===== src/rtl/muldiv_pkg.sv =====
// Shared types and constants for the RV32M iterative multiply/divide unit.
// Builds with or without MULDIV_EARLY_OUT_EN; nothing here depends on it.
package muldiv_pkg;

    localparam int XLEN_DEFAULT = 32;

    localparam logic [6:0] FUNCT7_MULDIV = 7'b0000001;

    localparam logic [2:0] F3_MUL    = 3'b000;
    localparam logic [2:0] F3_MULH   = 3'b001;
    localparam logic [2:0] F3_MULHSU = 3'b010;
    localparam logic [2:0] F3_MULHU  = 3'b011;
    localparam logic [2:0] F3_DIV    = 3'b100;
    localparam logic [2:0] F3_DIVU   = 3'b101;
    localparam logic [2:0] F3_REM    = 3'b110;
    localparam logic [2:0] F3_REMU   = 3'b111;

    typedef enum logic [1:0] {
        IDLE = 2'd0,
        CALC = 2'd1,
        FIX  = 2'd2,
        DONE = 2'd3
    } muldiv_state_e;

endpackage


===== src/rtl/muldiv_sequencer_if.sv =====
// Execute-stage port bundle of the multiply/divide unit; dbg_state mirrors the FSM.
// Builds with or without MULDIV_EARLY_OUT_EN.
interface muldiv_sequencer_if #(
    parameter int XLEN = muldiv_pkg::XLEN_DEFAULT
);
    // Handshake: start is taken only when the unit is IDLE and flush is low; stall
    // holds upstream while an accepted op runs, and done pulses for one cycle
    // with Result valid (Result then holds until the next done).
    logic                        start;
    logic [2:0]                  Funct3;
    logic [XLEN-1:0]             SrcA;
    logic [XLEN-1:0]             SrcB;
    logic                        flush;
    logic                        stall;
    logic                        busy;
    logic                        done;
    logic [XLEN-1:0]             Result;
    muldiv_pkg::muldiv_state_e   dbg_state;

    modport master (
        output start, Funct3, SrcA, SrcB, flush,
        input  stall, busy, done, Result, dbg_state
    );

    modport slave (
        input  start, Funct3, SrcA, SrcB, flush,
        output stall, busy, done, Result, dbg_state
    );

endinterface


===== src/rtl/muldiv_datapath.sv =====
// Shift-add multiplier / restoring divider with operand magnitude and final sign fix.
// MULDIV_EARLY_OUT_EN: multiplies report early_exit once the multiplier runs out of ones.
module muldiv_datapath
    import muldiv_pkg::*;
#(
    parameter int XLEN = XLEN_DEFAULT
) (
    input  logic            clk,
    input  logic            reset,
    input  logic            load,
    input  logic            step,
    input  logic [2:0]      funct3,
    input  logic [XLEN-1:0] src_a,
    input  logic [XLEN-1:0] src_b,
    output logic            special,
    output logic [XLEN-1:0] special_result,
    output logic            early_exit,
    output logic [XLEN-1:0] final_result
);

    localparam logic [XLEN-1:0] MIN_NEG = {1'b1, {(XLEN-1){1'b0}}};

    logic [2*XLEN-1:0] acc_q, acc_d;
    logic [2*XLEN-1:0] mcand_q, mcand_d;
    logic [XLEN-1:0]   mplier_q, mplier_d;
    logic              sign_q, sign_d;
    logic [2:0]        op_q, op_d;

    logic              a_signed, b_signed, a_neg, b_neg, load_sign;
    logic [XLEN-1:0]   a_mag, b_mag;
    logic [XLEN:0]     shifted;
    logic [XLEN+1:0]   diff;
    logic [2*XLEN-1:0] prod_fixed;
    logic [XLEN-1:0]   div_sel;

    always_comb begin
        a_signed = (funct3 == F3_MULH) || (funct3 == F3_MULHSU) ||
                   (funct3 == F3_DIV)  || (funct3 == F3_REM);
        b_signed = (funct3 == F3_MULH) || (funct3 == F3_DIV) || (funct3 == F3_REM);
        a_neg    = a_signed & src_a[XLEN-1];
        b_neg    = b_signed & src_b[XLEN-1];
        a_mag    = a_neg ? -src_a : src_a;
        b_mag    = b_neg ? -src_b : src_b;
        case (funct3)
            F3_MULH, F3_MULHSU, F3_DIV: load_sign = a_neg ^ b_neg;
            F3_REM:                     load_sign = a_neg;
            default:                    load_sign = 1'b0;
        endcase
    end

    // Divide by zero and signed overflow bypass the iteration entirely.
    always_comb begin
        special        = 1'b0;
        special_result = '0;
        if (funct3[2]) begin
            if (src_b == '0) begin
                special        = 1'b1;
                special_result = funct3[1] ? src_a : '1;
            end else if ((funct3 == F3_DIV || funct3 == F3_REM) &&
                         src_a == MIN_NEG && src_b == '1) begin
                special        = 1'b1;
                special_result = (funct3 == F3_DIV) ? MIN_NEG : '0;
            end
        end
    end

    always_comb begin
        acc_d    = acc_q;
        mcand_d  = mcand_q;
        mplier_d = mplier_q;
        sign_d   = sign_q;
        op_d     = op_q;
        shifted  = {acc_q[XLEN-1:0], mplier_q[XLEN-1]};
        diff     = {1'b0, shifted} - {2'b00, mcand_q[XLEN-1:0]};
        if (load) begin
            op_d     = funct3;
            sign_d   = load_sign;
            acc_d    = '0;
            mplier_d = funct3[2] ? a_mag : b_mag;
            mcand_d  = funct3[2] ? {{XLEN{1'b0}}, b_mag} : {{XLEN{1'b0}}, a_mag};
        end else if (step) begin
            if (!op_q[2]) begin
                if (mplier_q[0]) begin
                    acc_d = acc_q + mcand_q;
                end
                mcand_d  = mcand_q << 1;
                mplier_d = mplier_q >> 1;
            end else if (!diff[XLEN+1]) begin
                // Dividend bits shift out of mplier_q while quotient bits shift in.
                acc_d    = {{(XLEN-1){1'b0}}, diff[XLEN:0]};
                mplier_d = {mplier_q[XLEN-2:0], 1'b1};
            end else begin
                acc_d    = {{(XLEN-1){1'b0}}, shifted};
                mplier_d = {mplier_q[XLEN-2:0], 1'b0};
            end
        end
    end

    always_comb begin
        prod_fixed = sign_q ? -acc_q : acc_q;
        div_sel    = op_q[1] ? acc_q[XLEN-1:0] : mplier_q;
        if (op_q[2]) begin
            final_result = sign_q ? -div_sel : div_sel;
        end else if (op_q == F3_MUL) begin
            final_result = prod_fixed[XLEN-1:0];
        end else begin
            final_result = prod_fixed[2*XLEN-1:XLEN];
        end
    end

`ifdef MULDIV_EARLY_OUT_EN
    assign early_exit = !op_q[2] && (mplier_q[XLEN-1:1] == '0);
`else
    assign early_exit = 1'b0;
`endif

    always_ff @(posedge clk) begin
        if (reset) begin
            acc_q    <= '0;
            mcand_q  <= '0;
            mplier_q <= '0;
            sign_q   <= 1'b0;
            op_q     <= 3'b000;
        end else begin
            acc_q    <= acc_d;
            mcand_q  <= mcand_d;
            mplier_q <= mplier_d;
            sign_q   <= sign_d;
            op_q     <= op_d;
        end
    end

endmodule


===== src/rtl/muldiv_sequencer.sv =====
// RV32M multiply/divide sequencer: IDLE/CALC/FIX/DONE FSM, iteration counter, handshake.
// MULDIV_EARLY_OUT_EN lets multiplies leave CALC early (via the datapath's early_exit).
module muldiv_sequencer
    import muldiv_pkg::*;
#(
    parameter int XLEN = XLEN_DEFAULT
) (
    input  logic               clk,
    input  logic               reset,
    muldiv_sequencer_if.slave  bus
);

    localparam int CNT_W = $clog2(XLEN) + 1;

    muldiv_state_e   state_q, state_d;
    logic [CNT_W-1:0] cnt_q, cnt_d;
    logic [XLEN-1:0]  result_q, result_d;
    logic             done_q, done_d;
    logic             busy_q, busy_d;

    logic             accept, load, step;
    logic             special, early_exit;
    logic [XLEN-1:0]  special_result, final_result;

    muldiv_datapath #(.XLEN(XLEN)) u_datapath (
        .clk            (clk),
        .reset          (reset),
        .load           (load),
        .step           (step),
        .funct3         (bus.Funct3),
        .src_a          (bus.SrcA),
        .src_b          (bus.SrcB),
        .special        (special),
        .special_result (special_result),
        .early_exit     (early_exit),
        .final_result   (final_result)
    );

    assign accept = (state_q == IDLE) && bus.start && !bus.flush;

    always_comb begin
        state_d  = state_q;
        cnt_d    = cnt_q;
        result_d = result_q;
        load     = 1'b0;
        step     = 1'b0;
        case (state_q)
            IDLE: begin
                if (accept) begin
                    if (special) begin
                        state_d  = DONE;
                        result_d = special_result;
                    end else begin
                        state_d = CALC;
                        cnt_d   = CNT_W'(XLEN);
                        load    = 1'b1;
                    end
                end
            end
            CALC: begin
                if (bus.flush) begin
                    state_d = IDLE;
                end else begin
                    step  = 1'b1;
                    cnt_d = cnt_q - CNT_W'(1);
                    if (cnt_q == CNT_W'(1) || early_exit) begin
                        state_d = FIX;
                    end
                end
            end
            FIX: begin
                // Result only moves on the way into DONE, so a flush here leaves it intact.
                if (bus.flush) begin
                    state_d = IDLE;
                end else begin
                    state_d  = DONE;
                    result_d = final_result;
                end
            end
            default: state_d = IDLE;
        endcase
        done_d = (state_d == DONE);
        busy_d = (state_d != IDLE);
    end

    always_ff @(posedge clk) begin
        if (reset) begin
            state_q  <= IDLE;
            cnt_q    <= '0;
            result_q <= '0;
            done_q   <= 1'b0;
            busy_q   <= 1'b0;
        end else begin
            state_q  <= state_d;
            cnt_q    <= cnt_d;
            result_q <= result_d;
            done_q   <= done_d;
            busy_q   <= busy_d;
        end
    end

    assign bus.stall     = accept || (state_q == CALC) || (state_q == FIX);
    assign bus.busy      = busy_q;
    assign bus.done      = done_q;
    assign bus.Result    = result_q;
    assign bus.dbg_state = state_q;

endmodule


===== src/flat_wrapper.sv =====
// flat-port wrapper written by rule: the top's interface ports become plain ports
module muldiv_sequencer_flat import muldiv_pkg::*;
#(
    parameter int XLEN = XLEN_DEFAULT
)
  (clk, reset, bus_start, bus_Funct3, bus_SrcA, bus_SrcB, bus_flush, bus_stall, bus_busy, bus_done, bus_Result, bus_dbg_state);
  muldiv_sequencer_if #(.XLEN(XLEN)) bus_i ();
  input  logic clk;
  input  logic reset;
  input wire logic [$bits(bus_i.start)-1:0] bus_start;
  input wire logic [$bits(bus_i.Funct3)-1:0] bus_Funct3;
  input wire logic [$bits(bus_i.SrcA)-1:0] bus_SrcA;
  input wire logic [$bits(bus_i.SrcB)-1:0] bus_SrcB;
  input wire logic [$bits(bus_i.flush)-1:0] bus_flush;
  output wire logic [$bits(bus_i.stall)-1:0] bus_stall;
  output wire logic [$bits(bus_i.busy)-1:0] bus_busy;
  output wire logic [$bits(bus_i.done)-1:0] bus_done;
  output wire logic [$bits(bus_i.Result)-1:0] bus_Result;
  output wire logic [$bits(bus_i.dbg_state)-1:0] bus_dbg_state;
  assign bus_i.start = bus_start;
  assign bus_i.Funct3 = bus_Funct3;
  assign bus_i.SrcA = bus_SrcA;
  assign bus_i.SrcB = bus_SrcB;
  assign bus_i.flush = bus_flush;
  assign bus_stall = bus_i.stall;
  assign bus_busy = bus_i.busy;
  assign bus_done = bus_i.done;
  assign bus_Result = bus_i.Result;
  assign bus_dbg_state = bus_i.dbg_state;
  muldiv_sequencer #(.XLEN(XLEN)) u_core (.clk(clk), .reset(reset), .bus(bus_i));
endmodule

===== config.mk =====
export PLATFORM = sky130hd
export DESIGN_NAME = muldiv_sequencer_flat
export DESIGN_NICKNAME = d
export VERILOG_FILES = /design/src/rtl/muldiv_pkg.sv /design/src/rtl/muldiv_sequencer_if.sv /design/src/rtl/muldiv_datapath.sv /design/src/rtl/muldiv_sequencer.sv /design/src/flat_wrapper.sv
export SDC_FILE = /design/constraint.sdc
export NUM_CORES = 1
export LEC_CHECK = 0
export BUFFER_PORTS_ARGS = -buffer_cell sky130_fd_sc_hd__buf_2
export CAP_MARGIN = 20
export CORE_MARGIN = 3
export CORE_UTILIZATION = 55
export CTS_CLUSTER_DIAMETER = 120
export DETAILED_ROUTE_END_ITERATION = 6
export PLACE_DENSITY = 0.75
export SLEW_MARGIN = 20
export SYNTH_ARGS = -nofsm -noshare
export SYNTH_HDL_FRONTEND = slang
export SYNTH_SLANG_ARGS = --single-unit

===== constraint.sdc =====
create_clock -name clk -period 10.8 [get_ports clk]
set_input_delay 2.16 -clock clk [delete_from_list [all_inputs] [get_ports clk]]
set_output_delay 2.16 -clock clk [all_outputs]
set_load 0.05 [all_outputs]

==> results of run 1 <==
## where the power goes
part           total, uW  leakage, uW  internal [uW]  switching (uW)
registers            825      0.00167            782            42.6
clock network        902     0.000436            547             356
logic                548      0.00603            187             361
## cells in the mapped netlist, drive strengths merged, types with 48 or more instances
cell type,number
nor2,273
clkbuf,127
xnor2,108
nor3,101
mux2i,62
o21ai,218
inv,75
ha,102
dfxtp,206
nand3,48
a21oi,267
xor2,89
nand2,320
## critical path: cells and delay by family
family / cells / cell delay [ps]
and+or+nand+nor: 2 / 880
buffers and inverters: 2 / 480
## path summary, 6_finish.rpt
check                                        endpoint  slack [ps]  cells after the start
min reg2reg        u_core.bus.Result[30]$_SDFFE_PP0P_         470                      2
max                                         bus_stall        5120                      4
min                u_core.bus.Result[30]$_SDFFE_PP0P_         470                      2
max reg2reg  u_core.u_datapath.acc_q[18]$_SDFFE_PP0P_        6410                     12
## flip-flops by register name, indices dropped and copies added, names as in the netlist
name / flops
u_core.bus.Result: 32
u_core.bus.busy: 1
u_core.bus.dbg_state: 2
u_core.bus.done: 1
u_core.cnt_q: 6
u_core.u_datapath.acc_q: 64
u_core.u_datapath.mcand_q: 64
u_core.u_datapath.mplier_q: 32
u_core.u_datapath.op_q: 3
u_core.u_datapath.sign_q: 1
## routing by layer
layer  vias to the layer above  global-route usage  wire length (um)
li1                       9836                   -                 -
met1                      9802               0.475             28500
met2                      1186               0.568             31200
met3                       249              0.0669              7520
met4                         0               0.199              5010
met5                         -                   0                 0
## final cells by class
| class | count | area, um^2 |
|---|---|---|
| inverters | 77 | 289 |
| multi-input cells | 2227 | 14300 |
| fillers | 3257 | 13700 |
| clock buffers | 31 | 688 |
| clock inverters | 15 | 181 |
| flip-flops and latches | 206 | 4130 |
| repair buffers | 134 | 741 |
| well taps | 455 | 569 |
| diodes | 1 | 2.50 |
## per-stage QoR
step           utilization  std cells
2_1_floorplan            -       2682
3_3_place_gp         0.578       3099
3_5_place_dp         0.578       3099
4_1_cts              0.603       3145
5_1_grt              0.603       3146
6_report             0.603       3146
## cell families after synthesis
group                    Yosys count  share of synthesized area
AND/OR/NAND/NOR                  935                      0.227
XOR/XNOR                         197                     0.0891
flip-flops                       206                      0.213
AO/OA/AOI/OAI                    907                      0.305
multiplexers                      84                     0.0456
adder cells (fa/ha/maj)          104                     0.0680
buffers and inverters            249                     0.0517
==> run_results.csv, run 1 <==
group,metric,value,unit
detailed_routing,drtIter0Drc,2536,
sta,final.min_clock_period,5680,ps
hold_path,holdCritStartpoint,"u_core.bus.Result[30]$_SDFFE_PP0P_",
global_route,grt_pass1_wl,110,mm
sta,rsz0062_at_grt,"no",
clock_network,numCtsBuffers,25,
critical_path,crit_arrival,3520,ps
power,peakVddDrop,120,uV
run,max_cap_violations,0,
detailed_routing,wl_per_cell,23.0,um
sta,fin_ws,5120,ps
power,p_leak,0.00814,uW
clock_network,cts-root-buf,"clkbuf_16",
clock_network,insertion_delay,550,ps
sta,fin_crit_sh,0.526,
critical_path,slowest_delay,720,ps
clock_network,htreeDepth,1,
floorplan,die_w,194,um
critical_path,reg2reg_from,"u_core.u_datapath.acc_q[1]$_SDFFE_PP0P_",
synthesis,syn_area_per_cell,7.22,um^2
critical_path,critPathMaxFanout,10,
sta,holdWs,468,ps
synthesis,synthTopCellsByArea,"dfxtp_1 21%, a21oi_1 6.8%, ha_1 6.6%",
synthesis,yosysTopAreaCellShare,0.213,
synthesis,ys_ff_latch,206,
sta,setup_viol,0,
critical_path,path_cells,"buf_2 > or4b_2 > nand3_1 > buf_2",
clock_network,cts_tree,"yes",
cells_and_area,syn2layout_area_growth,7.88,%
floorplan,io_pins,108,
synthesis,ys_types,102,
clock_network,clkSinkCount,206,
synthesis,ys.flop_type,"dfxtp_1",
critical_path,slowest_stage,"or4b_2",
global_route,grt_max_degree,85,
sta,final-hold-violation-count,0,
cells_and_area,fin_nets,2846,
sta,max_slew_margin,0.184,
placed_design,numPortBuffers,107,
cells_and_area,design_area,0.0209,mm^2
power,p_per_area,109,mW/mm^2
detailed_routing,first_pass_iters,6,
sta,skew,19.2,ps
synthesis,yosys_warnings,0,
placed_design,place_area,0.0200,mm^2
cells_and_area,layout_commonest_cell,"nand2_1",
floorplan,core_area,0.0346,mm^2
status,status,"finished, final reports clean",
detailed_routing,drt_wl_total,72.2,mm
clock_network,path_clk_slew,60,ps
global_route,grt-ovfl-total,0,
synthesis,yosysSeqAreaShare,0.213,
cells_and_area,layout_common_cells,"319 x nand2_1, 264 x a21oi_1, 263 x nor2_1",
floorplan,initial_core_util,0.559,
sta,tns,0,ps
placed_design,post-dp-hpwl,55.2,mm
synthesis,synth_top_area_cell,"dfxtp_1",
global_route,grt_pass1_vias,19100,
sta,maxSlewViolCount,0,
clock_network,ctsHoldBuffers,0,
critical_path,startpoint,"bus_flush",
critical_path,cp.required,8640,ps
placed_design,globalplace.congestion,1.00,
clock_network,clock_path_buffers,3,
global_route,antenna_found_initial,2,
detailed_routing,drc,0,
synthesis,synthesis.instances,2682,
synthesis,syn-num-nets,2857,
global_route,grt_usage,0.363,
placed_design,pre_cts_ws,4910,ps
clock_network,cts_resized,0,
floorplan,rows,68,
synthesis,async_flop_share,0,
synthesis,synth_area,0.0194,mm^2
sta,tightest_slew,1190,ps
power,total_power,2280,uW
detailed_routing,vias,21100,
hold_path,hold_class,"flop to flop",
critical_path,cp-start-kind,"input pin",
sta,max_freq,176,MHz
floorplan,die_y,194,um
floorplan,die_area,0.0375,mm^2
clock_network,post-cts-setup-buffers,0,
critical_path,crit_top_cell,"buf_2",
detailed_routing,via_per_inst,6.70,
critical_path,worstSetupPathType,"input pin to output port",
synthesis,synth-edff-count,0,
detailed_routing,ant_nets,0,
cells_and_area,final_layout_size_suffix_gt1_frac,0.102,
critical_path,end_kind,"output port",
Power figures use the tool's default switching activity.
==> inputs of run 2 (changes only) <==
==> constraint.sdc (replaced) <==
create_clock -name clk -period 5.7 [get_ports clk]
set_input_delay 1.14 -clock clk [delete_from_list [all_inputs] [get_ports clk]]
set_output_delay 1.14 -clock clk [all_outputs]
set_load 0.05 [all_outputs]
==> run_results.csv, run 2 (synthesized netlist as in run 1, its figures left out) <==
group,metric,value,unit
status,status,"finished, final reports clean",
clock_network,htreeDepth,1,
critical_path,reg2reg_from,"u_core.u_datapath.acc_q[0]$_SDFFE_PP0P_",
clock_network,clock_path_buffers,3,
floorplan,rows,68,
sta,maxSlewViolCount,0,
global_route,antenna_found_initial,0,
cells_and_area,layout_commonest_cell,"nand2_1",
clock_network,ctsHoldBuffers,0,
floorplan,die_y,194,um
hold_path,hold_class,"flop to flop",
critical_path,path_cells,"ha_1 > nand2b_1 > a21oi_1 > o31ai_2 > o21ai_1 > a211o_1 > a221oi_4 > a31oi_1 > or2_1 > buf_4 > mux2_1 > o21ai_1 > a21oi_1",
cells_and_area,syn2layout_area_growth,8.53,%
hold_path,holdCritStartpoint,"u_core.u_datapath.mcand_q[38]$_SDFFE_PP0P_",
clock_network,cts-root-buf,"clkbuf_16",
cells_and_area,layoutNonFillerInstCount,3164,
critical_path,r2r_setup_slack,1390,ps
clock_network,cts_resized,0,
critical_path,reg2reg_depth,13,
floorplan,io_pins,108,
sta,fin_ws,1390,ps
placed_design,dpl.cell_count,3118,
detailed_routing,drt_wl_total,75.3,mm
hold_path,min_path_cells,2,
critical_path,slowest_delay,620,ps
sta,max_freq,232,MHz
sta,skew,26.8,ps
detailed_routing,via_per_inst,6.77,
critical_path,cp-start-kind,"flop",
power,peakVddDrop,259,uV
critical_path,worstSetupPathType,"flop to flop",
clock_network,clkSinkCount,206,
global_route,grt_pass1_vias,19700,
cells_and_area,largest_registers,"u_core.u_datapath.acc_q x64, u_core.u_datapath.mcand_q x64",
sta,setup_viol,0,
clock_network,post-cts-setup-buffers,0,
detailed_routing,drc,0,
clock_network,cts_tree,"yes",
sta,fin_crit_sh,0.756,
detailed_routing,wl_per_cell,23.8,um
critical_path,reg2reg_to,"u_core.u_datapath.acc_q[10]$_SDFFE_PP0P_",
detailed_routing,vias,21400,
sta,holdWs,472,ps
power,p_leak,0.00823,uW
cells_and_area,num_antenna_cells,0,
global_route,grt_max_degree,84,
cells_and_area,final_util,0.607,
critical_path,worst-path-buf-inv,1,
floorplan,die_w,194,um
critical_path,crit_arrival,4710,ps
floorplan,die_area,0.0375,mm^2
sta,max_slew_margin,0.290,
sta,tns,0,ps
global_route,grt_usage,0.382,
power,p_per_area,206,mW/mm^2
clock_network,path_clk_slew,60,ps
floorplan,initial_core_util,0.559,
sta,final.min_clock_period,4310,ps
critical_path,cp.required,6100,ps
floorplan,core_area,0.0346,mm^2
sta,tightest_slew,1060,ps
detailed_routing,first_pass_iters,6,
placed_design,post-dp-hpwl,57.5,mm
critical_path,critPathMaxFanout,21,
clock_network,numCtsBuffers,25,
global_route,grt-ovfl-total,0,
sta,final-hold-violation-count,0,
critical_path,slowest_stage,"dfxtp_1",
global_route,grt_pass1_wl,115,mm
run,max_cap_violations,0,
sta,rsz0062_at_grt,"no",
placed_design,numPortBuffers,107,
detailed_routing,drtIter0Drc,2568,
detailed_routing,ant_nets,0,
cells_and_area,layout_common_cells,"320 x nand2_1, 264 x nor2_1, 264 x a21oi_1",
hold_path,whs_endpoint,"u_core.u_datapath.mcand_q[39]$_SDFFE_PP0P_",
cells_and_area,fin_nets,2865,
placed_design,pre_cts_ws,1280,ps
cells_and_area,final_layout_size_suffix_gt1_frac,0.107,
critical_path,end_kind,"flop",
critical_path,cp_top_family,"compound AO/OA/AOI/OAI gates",
clock_network,insertion_delay,560,ps
placed_design,globalplace.congestion,1.01,
## run 2: routing by layer
| layer | wire (um) | up-vias | track usage |
|---|---|---|---|
| met5 | 0 | - | 0 |
| met4 | 5770 | 0 | 0.234 |
| met3 | 7610 | 268 | 0.0617 |
| li1 | - | 9853 | - |
| met1 | 30200 | 10000 | 0.507 |
| met2 | 31700 | 1273 | 0.583 |
## run 2: worst max-delay path by stage
stage / startpoint / end / slack (ps) / depth (start not counted)
final: u_core.u_datapath.acc_q[0]$_SDFFE_PP0P_ / u_core.u_datapath.acc_q[10]$_SDFFE_PP0P_ / 1390 / 13
after global routing: u_core.u_datapath.mcand_q[1]$_SDFFE_PP0P_ / u_core.u_datapath.acc_q[10]$_SDFFE_PP0P_ / 1150 / 14
after CTS: u_core.u_datapath.acc_q[0]$_SDFFE_PP0P_ / u_core.u_datapath.acc_q[10]$_SDFFE_PP0P_ / 1410 / 13
after detailed placement: bus_SrcA[11] / u_core.cnt_q[4]$_SDFFE_PP0P_ / 1280 / 12
after global placement: bus_SrcA[3] / u_core.cnt_q[4]$_SDFFE_PP0P_ / 1310 / 12
after floorplan: u_core.u_datapath.op_q[1]$_SDFFE_PP0N_ / u_core.bus.Result[30]$_SDFFE_PP0P_ / 1860 / 17
## run 2: stage by stage
stage	instance area [um^2]	power, uW
after floorplan	19400	2270
after global placement	20100	2600
after detailed placement	20100	2610
after CTS	21000	4290
after global routing	21000	4470
final	21000	4330
## run 2: worst reg2reg max path: cells and delay by family (launching register included)
family / cells / cell delay [ps]
AO/OA/AOI/OAI: 8 / 1800
flip-flops: 1 / 620
adder cells (fa/ha/maj): 1 / 320
AND/OR/NAND/NOR: 2 / 710
multiplexers: 1 / 350
buffers and inverters: 1 / 370
## run 2: layout make-up
type | count | area [um^2]
Clock buffer | 38 | 774
Clock inverter | 8 | 96.3
Fill cell | 3277 | 13600
Inverter | 77 | 289
Multi-Input combinational cell | 2227 | 14300
Sequential cell | 206 | 4130
Tap cell | 455 | 569
Timing Repair Buffer | 153 | 880
## run 2: power breakdown
group          internal [uW]  switching, uW  total (uW)
clock network           1020            682        1710
logic                    358            690        1050
registers               1480           89.3        1570
